File: src/rtl/uart_pkg.sv
// Shared UART definitions: frame FSM encoding and datapath widths.
// Used by the receiver now and by the transmitter after its cleanup.
package uart_pkg;

    localparam int DATA_BITS = 8;
    localparam int BPS_W     = 17;

    typedef enum logic [1:0] {
        IDLE  = 2'd0,
        START = 2'd1,
        DATA  = 2'd2,
        STOP  = 2'd3
    } state_t;

endpackage

File: src/rtl/uart_rx_sync.sv
// Multi-stage synchronizer with a falling-edge detector.
// Edges are only reported once the pipe holds real line samples after reset.
module uart_rx_sync #(
    parameter int SYNC_STAGES = 2
) (
    input  logic clk,
    input  logic rst,
    input  logic rx_in,
    output logic rx_s,
    output logic fall
);

    logic [SYNC_STAGES-1:0] r_sync;
    logic                   r_prev;
    logic [SYNC_STAGES:0]   r_fill;

    always_ff @(posedge clk or negedge rst) begin
        if (!rst) begin
            r_sync <= '1;
            r_prev <= 1'b1;
            r_fill <= '0;
        end else begin
            r_sync <= {r_sync[SYNC_STAGES-2:0], rx_in};
            r_prev <= r_sync[SYNC_STAGES-1];
            r_fill <= {r_fill[SYNC_STAGES-1:0], 1'b1};
        end
    end

    // A line already low at reset release must not look like a start edge.
    assign rx_s = r_sync[SYNC_STAGES-1];
    assign fall = r_fill[SYNC_STAGES] & r_prev & ~rx_s;

endmodule

File: src/rtl/uart_rx.sv
// 8N1 serial receiver: start-bit qualification, mid-bit sampling,
// one-cycle rx_done / frame_err strobes.
module uart_rx
    import uart_pkg::*;
#(
    parameter int SYNC_STAGES = 2
) (
    input  logic                 clk,
    input  logic                 rst,
    input  logic                 rx_in,
    input  logic [BPS_W-1:0]     bps,
    output logic [DATA_BITS-1:0] data_out,
    output logic                 rx_done,
    output logic                 frame_err,
    output logic                 busy
);

    state_t               r_state;
    state_t               w_next;
    logic [BPS_W-1:0]     r_cnt;
    logic [BPS_W-1:0]     r_bps_l;
    logic [2:0]           r_bit_idx;
    logic [DATA_BITS-1:0] r_shreg;
    logic [DATA_BITS-1:0] r_data;
    logic                 r_done;
    logic                 r_ferr;
    logic                 w_rx_s;
    logic                 w_fall;
    logic                 w_mid;
    logic                 w_end;
    logic                 w_last;

    uart_rx_sync #(
        .SYNC_STAGES(SYNC_STAGES)
    ) u_sync (
        .clk  (clk),
        .rst  (rst),
        .rx_in(rx_in),
        .rx_s (w_rx_s),
        .fall (w_fall)
    );

    assign w_mid  = (r_cnt == (r_bps_l >> 1));
    assign w_end  = (r_cnt == r_bps_l);
    assign w_last = (r_bit_idx == 3'(DATA_BITS - 1));

    always_ff @(posedge clk or negedge rst) begin
        if (!rst) begin
            r_state <= IDLE;
        end else begin
            r_state <= w_next;
        end
    end

    always_comb begin
        w_next = r_state;
        case (r_state)
            IDLE:    if (w_fall) w_next = START;
            START:   if (w_mid) w_next = w_rx_s ? IDLE : DATA;
            DATA:    if (w_end && w_last) w_next = STOP;
            STOP:    if (w_end) w_next = IDLE;
            default: w_next = IDLE;
        endcase
    end

    always_comb begin
        busy      = (r_state != IDLE);
        data_out  = r_data;
        rx_done   = r_done;
        frame_err = r_ferr;
    end

    always_ff @(posedge clk or negedge rst) begin
        if (!rst) begin
            r_cnt     <= '0;
            r_bps_l   <= '0;
            r_bit_idx <= '0;
            r_shreg   <= '0;
            r_data    <= '0;
            r_done    <= 1'b0;
            r_ferr    <= 1'b0;
        end else begin
            r_done <= 1'b0;
            r_ferr <= 1'b0;
            case (r_state)
                IDLE: begin
                    r_cnt <= '0;
                    if (w_fall) r_bps_l <= bps;
                end
                START: begin
                    if (w_mid) begin
                        r_cnt     <= '0;
                        r_bit_idx <= '0;
                    end else begin
                        r_cnt <= r_cnt + 17'd1;
                    end
                end
                DATA: begin
                    if (w_end) begin
                        r_cnt   <= '0;
                        r_shreg <= {w_rx_s, r_shreg[DATA_BITS-1:1]};
                        if (!w_last) r_bit_idx <= r_bit_idx + 3'd1;
                    end else begin
                        r_cnt <= r_cnt + 17'd1;
                    end
                end
                STOP: begin
                    if (w_end) begin
                        r_cnt <= '0;
                        if (w_rx_s) begin
                            r_data <= r_shreg;
                            r_done <= 1'b1;
                        end else begin
                            r_ferr <= 1'b1;
                        end
                    end else begin
                        r_cnt <= r_cnt + 17'd1;
                    end
                end
                default: r_cnt <= '0;
            endcase
        end
    end

endmodule

File: config.mk
export PLATFORM = sky130hd
export DESIGN_NAME = uart_rx
export DESIGN_NICKNAME = d
export VERILOG_FILES = /design/src/rtl/uart_pkg.sv /design/src/rtl/uart_rx_sync.sv /design/src/rtl/uart_rx.sv
export SDC_FILE = /design/constraint.sdc
export NUM_CORES = 1
export LEC_CHECK = 0
export BUFFER_PORTS_ARGS = -buffer_cell sky130_fd_sc_hd__buf_2
export CORE_MARGIN = 3
export CORE_UTILIZATION = 45
export DETAILED_ROUTE_END_ITERATION = 16
export PLACE_DENSITY_LB_ADDON = 0.25
export REMOVE_ABC_BUFFERS = 1
export SYNTH_ARGS = -nofsm -noshare
export SYNTH_HDL_FRONTEND = slang
export SYNTH_SLANG_ARGS = --single-unit
File: constraint.sdc
create_clock -name clk -period 3.15 [get_ports clk]
set_clock_uncertainty 0.2 [all_clocks]
set_input_delay 0 -clock clk [delete_from_list [all_inputs] [get_ports clk]]
set_output_delay 0 -clock clk [all_outputs]
set_load 0.03 [all_outputs]
==> impl_metrics.json, run 1 <==
{
  "outcome": "complete, but fails checks",
  "violations": "hold timing",
  "synth-edff-count": 0,
  "slew-limit-headroom": 0.634,
  "io_buffers": 30,
  "cp_slowest_cell": "nor4_1",
  "worst-slew-pin-transition_ns": 0.550,
  "crit_path_max_fanout": 9,
  "hp-class": "in2async",
  "crit_chain": "xor2_1, nor4_1, nand3_2, nor3_4, mux2_2",
  "cts_sinks": 63,
  "ys.flop_type": "dfrtp_1",
  "synth_area_um2": 3010,
  "ys_seq_area_frac": 0.526,
  "cts_buffers": 9,
  "post-cts-setup-buffers": 0,
  "grt_use_total": 0.169,
  "synth-seq-cells": 63,
  "use_met1": 0.218,
  "finalSetupViolCount": 0,
  "hold_slack_ns": -0.0215,
  "routed_wl_um": 5810,
  "rows": 29,
  "use_met2": 0.266,
  "drc_errors": 0,
  "syn_area_per_cell_um2": 12.2,
  "ctsHtreeMaxLevel": 3,
  "place_area_um2": 3230,
  "yosys_warnings": 0,
  "die_w_um": 87.7,
  "cp.depth": 5,
  "drt_iter0_drc": 116,
  "path_class": "reg2reg",
  "postRouteAntennaNets": 0,
  "grt_max_degree": 26,
  "clkTransAtPathRegs_ns": 0.08,
  "end_kind": "flip-flop",
  "cp.arrival_ns": 2.52,
  "drive_above_1_share": 0.316,
  "fmax_mhz": 400,
  "initial_utilization": 0.468,
  "ios": 31,
  "antenna_found_initial": 0,
  "path_buf_inv": 0,
  "synthToLayoutAreaGrowth_pct": 20.7,
  "drv_slew": 0,
  "routabilityCongestion": 0.815,
  "power.leakage_nw": 1.67,
  "coreArea_um2": 6420,
  "hpwl_um": 3990,
  "synth_async_sr_flop_share": 1.00,
  "grt_pass1_vias": 2054,
  "use_met3": 0.0339,
  "drtPass1Iterations": 4,
  "required_ns": 3.17,
  "rsz0062_at_grt": "false",
  "startpoint_type": "flip-flop",
  "hold_viol": 23,
  "synth_cells": 247,
  "num_vias": 2031,
  "routed_via_density": 5.29,
  "top_usage_layer": "met2",
  "p_per_area_nw_per_um2": 672,
  "post-route-min-period_ns": 2.50,
  "root_buffer": "clkbuf_8",
  "wl_per_cell_um": 15.1,
  "synthTopCellsByArea": "dfrtp_1, mux2_2, xor2_1, xnor2_1, a21oi_1",
  "insertion_delay_ns": 0.34,
  "clk_path_buf_depth": 2,
  "rr_worst_depth": 5,
  "cpLargestDelayFamily": "simple AND/OR/NAND/NOR gates",
  "tns_ns": 0,
  "grt_overflow_total": 0,
  "final_nets": 325,
  "grt_pass1_wl_um": 9860,
  "cts_tree": "done",
  "ir_drop_mv": 0.428,
  "cpPeakStageDelay_ns": 0.48,
  "die_area_um2": 7700,
  "fin_area_um2": 3630,
  "yosys.area.top_type": "dfrtp_1",
  "die_h_um": 87.7,
  "synth_top_area_share": 0.499,
  "maxCapViolations": 0,
  "fill_cells": 538,
  "synth_cell_types": 39,
  "diodes": 0,
  "fin_crit_sh": 0.794
}
## final timing paths
check / start / endpoint / slack [ns]
setup / recovery: r_cnt[5] / data_out[0] / 0.65
hold / removal: rst / r_bit_idx[1] / -0.02
setup reg to reg: r_cnt[5] / data_out[0] / 0.65
hold reg to reg: u_sync.r_fill[1] / u_sync.r_fill[2] / 0.15
max in group asynchronous: rst / u_sync.r_sync[1] / 2.02
min in group clk: rx_in / u_sync.r_sync[0] / 0.10
## worst reg2reg max path: stages (launching register included)
cell,delay (ns)
dfrtp_1,0.46
xor2_1,0.18
nor4_1,0.48
nand3_2,0.24
nor3_4,0.45
mux2_2,0.39
## where the power goes
part	internal [mW]	switching, mW	leakage [nW]
clock	0.389	0.328	0.0947
sequential	0.951	0.175	0.825
combinational	0.307	0.289	0.754
## flip-flops by register name, indices dropped and copies added (netlist names), named ones only
name	cells
frame_err	1
rx_done	1
r_shreg	8
r_bps_l	17
r_bit_idx	3
u_sync.r_sync	2
r_cnt	17
data_out	8
u_sync.r_fill	3
r_state	1
u_sync.r_prev	1
## cell usage in the layout (no fill, tap or decap), drive strengths merged, types with 2 or more instances in the layout
master       netlist  layout
nand2              9       9
nor2b              2       2
dfrtp             60      60
nor2               6       6
a21oi             16      16
and3               2       2
o21ai              2       2
clkinvlp           0       3
nand2b             3       3
mux2              33      33
nor4               5       5
nand4              8       8
nand3              9       9
nor3               6       6
dlygate4sd3        0      19
and4               2       2
ha                 3       3
xnor2             18      18
buf                7      35
clkinv             0       2
or2                2       2
o221ai             3       3
o211ai             3       3
clkbuf             3      10
inv                4       4
xor2              30      30
dfstp              3       3
## what timing repair did
action / 4_1_cts / 5_1_grt
hold buffers: 19 / 0
resized for setup: 0 / 0
hold endpoints to repair: 78 / 0
## cells by family (layout without fill, tap and decap cells)
logic type,after synthesis,in the layout,synth area share
flops,63,63,0.526
compound gates,29,29,0.0624
mux,33,33,0.124
other cells,1,1,0.00125
fa+ha+maj,3,3,0.0125
xor+xnor,48,48,0.140
buf+inv,14,74,0.0245
simple gates,56,56,0.110
## layer usage
metal / share of wire / up-vias
met2: 0.47 / 49
met3: 0.035 / 12
met5: 0 / -
met4: 0.024 / 0
met1: 0.47 / 989
li1: - / 981
## cell type report
class	count	area (um^2)	share of cell area
flip-flops and latches	63	1580	0.435
inverters	4	15.0	0.00414
clock buffers	10	138	0.0379
well taps	77	96.3	0.0265
multi-input cells	170	1350	0.373
repair buffers	54	378	0.104
clock inverters	6	70.1	0.0193
## Yosys cell counts, types with 4 or more instances
cell / count
nand4_1: 8
nor3_1: 4
nand3_1: 8
dfrtp_1: 60
buf_2: 5
a21oi_1: 16
nand2_1: 9
inv_1: 4
mux2_2: 33
nor4_1: 4
xor2_1: 30
xnor2_1: 18
nor2_1: 6
## per-stage QoR
stage	worst slack, ns	hold WS, ns	util	std cells	power, mW
after floorplan	0.797	-0.496	-	237	1.54
after global placement	0.729	-0.168	0.503	349	1.72
after detailed placement	0.684	-0.170	0.503	349	1.72
after CTS	0.666	0.00351	0.565	384	2.47
after global routing	0.479	0.0314	0.565	384	2.58
final	0.648	-0.0215	0.565	384	2.44
Power figures use the tool's default switching activity.
==> run 2, diff against run 1 <==
- clock period: 3.15 -> 2 ns (I/O delays scaled with it)
==> impl_metrics.json, run 2 (synthesized netlist as in run 1, its figures left out) <==
{
  "outcome": "complete, but fails checks",
  "violations": "setup timing",
  "clkTransAtPathRegs_ns": 0.07,
  "worst-slew-pin-transition_ns": 0.689,
  "root_buffer": "clkbuf_8",
  "synthToLayoutAreaGrowth_pct": 41.2,
  "p_total_mw": 4.58,
  "ios": 31,
  "rr_worst_depth": 7,
  "fill_cells": 516,
  "cts_sinks": 63,
  "drc_errors": 0,
  "routed_wl_um": 6940,
  "post-route-min-period_ns": 2.11,
  "required_ns": 2.02,
  "p_per_area_nw_per_um2": 1080,
  "drtPass1Iterations": 4,
  "fmax_mhz": 474,
  "drive_above_1_share": 0.454,
  "routabilityCongestion": 0.827,
  "path_class": "reg2reg",
  "grt_use_total": 0.198,
  "top_regs": "r_bps_l (17), r_cnt (17)",
  "antenna_found_initial": 0,
  "cts_tree": "done",
  "drv_slew": 0,
  "final_nets": 373,
  "mostFrequentLayoutCells": "dfrtp_1, buf_4, mux2_2",
  "layout_setup_ws_ns": -0.111,
  "num_vias": 2211,
  "wl_per_cell_um": 16.1,
  "die_w_um": 87.7,
  "grt_pass1_vias": 2249,
  "slew-limit-headroom": 0.539,
  "rsz0062_at_grt": "true",
  "cp.arrival_ns": 2.13,
  "die_h_um": 87.7,
  "io_buffers": 30,
  "hold_viol": 0,
  "grt_pass1_wl_um": 11300,
  "die_area_um2": 7700,
  "grt_max_degree": 32,
  "coreArea_um2": 6420,
  "rows": 29,
  "insertion_delay_ns": 0.34,
  "routed_via_density": 5.12,
  "diodes": 0,
  "hpwl_um": 4670,
  "finalSetupViolCount": 31,
  "dp_cells": 388,
  "maxCapViolations": 0,
  "postRouteAntennaNets": 0,
  "finalNonFillerCells": 432,
  "clk_path_buf_depth": 2,
  "crit_path_max_fanout": 17,
  "startpoint_type": "flip-flop",
  "fin_crit_sh": 1.06,
  "layout_commonest_cell": "dfrtp_1",
  "cts_buffers": 9,
  "ir_drop_mv": 0.684,
  "drt_iter0_drc": 92,
  "power.leakage_nw": 2.00,
  "hp-class": "in2async",
  "grt_overflow_total": 0,
  "end_kind": "flip-flop",
  "initial_utilization": 0.468,
  "ctsHtreeMaxLevel": 3
}
-- run 2: cell types whose count changed in the layout (fill, tap and decap cells not counted), sizes merged --
cell         previous run  this run
buf                    35        81
clkbuf                 10        11
bufinv                  1         3
dlygate4sd3            19        20
clkinvlp                3         1
-- run 2: layer usage --
metal / GRT usage / wire length [um] / vias to the layer above
met5: 0 / 0 / -
met1: 0.256 / 3110 / 1077
met3: 0.0480 / 251 / 15
li1: - / - / 1072
met4: 0.0865 / 157 / 0
met2: 0.318 / 3430 / 47
-- run 2: area by class of cell --
class,instances,area (um^2),area share
Clock inverter,6,108,0.0254
Inverter,4,15.0,0.00354
Timing Repair Buffer,102,836,0.197
Sequential cell,63,1580,0.372
Clock buffer,10,138,0.0324
Tap cell,77,96.3,0.0227
Multi-Input combinational cell,170,1470,0.347
-- run 2: where the power goes --
part	switching, mW	internal (mW)
sequential	0.202	1.50
combinational	0.710	0.821
clock	0.496	0.857
total	1.41	3.18
-- run 2: stage by stage --
step,utilization,instance area (um^2),TNS [ns],setup WS (ns),hold WS (ns)
6_report,0.661,4240,-2.15,-0.111,0.0143
5_1_grt,0.661,4240,-5.11,-0.196,0.0199
4_1_cts,0.644,4140,-1.29,-0.107,0.00370
3_5_place_dp,0.559,3590,-2.47,-0.151,-0.241
3_3_place_gp,0.559,3590,-2.10,-0.135,-0.245
2_1_floorplan,-,2950,-7.69,-0.353,-0.496
-- run 2: what timing repair did --
item | in CTS | in global routing
setup endpoints to repair | 35 | 39
resized for setup | 12 | 19
endpoints found under the hold margin | 78 | 0
hold buffers | 20 | 0
setup buffers | 4 | 3
cloned | 1 | 0
pin swaps | 5 | 12
-- run 2: critical path, stage by stage (launching register included) --
cell     delay, ns
dfrtp_1       0.42
xor2_1        0.19
nor4_1        0.32
buf_4         0.17
nand4_1       0.16
o21ai_2       0.25
buf_12        0.20
a21oi_1       0.08
-- run 2: final timing paths --
kind                                  start                to  slack [ns]
max in group asynchronous               rst          r_cnt[1]        0.48
max reg2reg                      r_bps_l[9]          r_cnt[6]       -0.11
min                                     rst         r_cnt[16]        0.01
min reg2reg                u_sync.r_sync[0]  u_sync.r_sync[1]        0.16
min in group clk                      rx_in  u_sync.r_sync[0]        0.14
max                              r_bps_l[9]          r_cnt[6]       -0.11
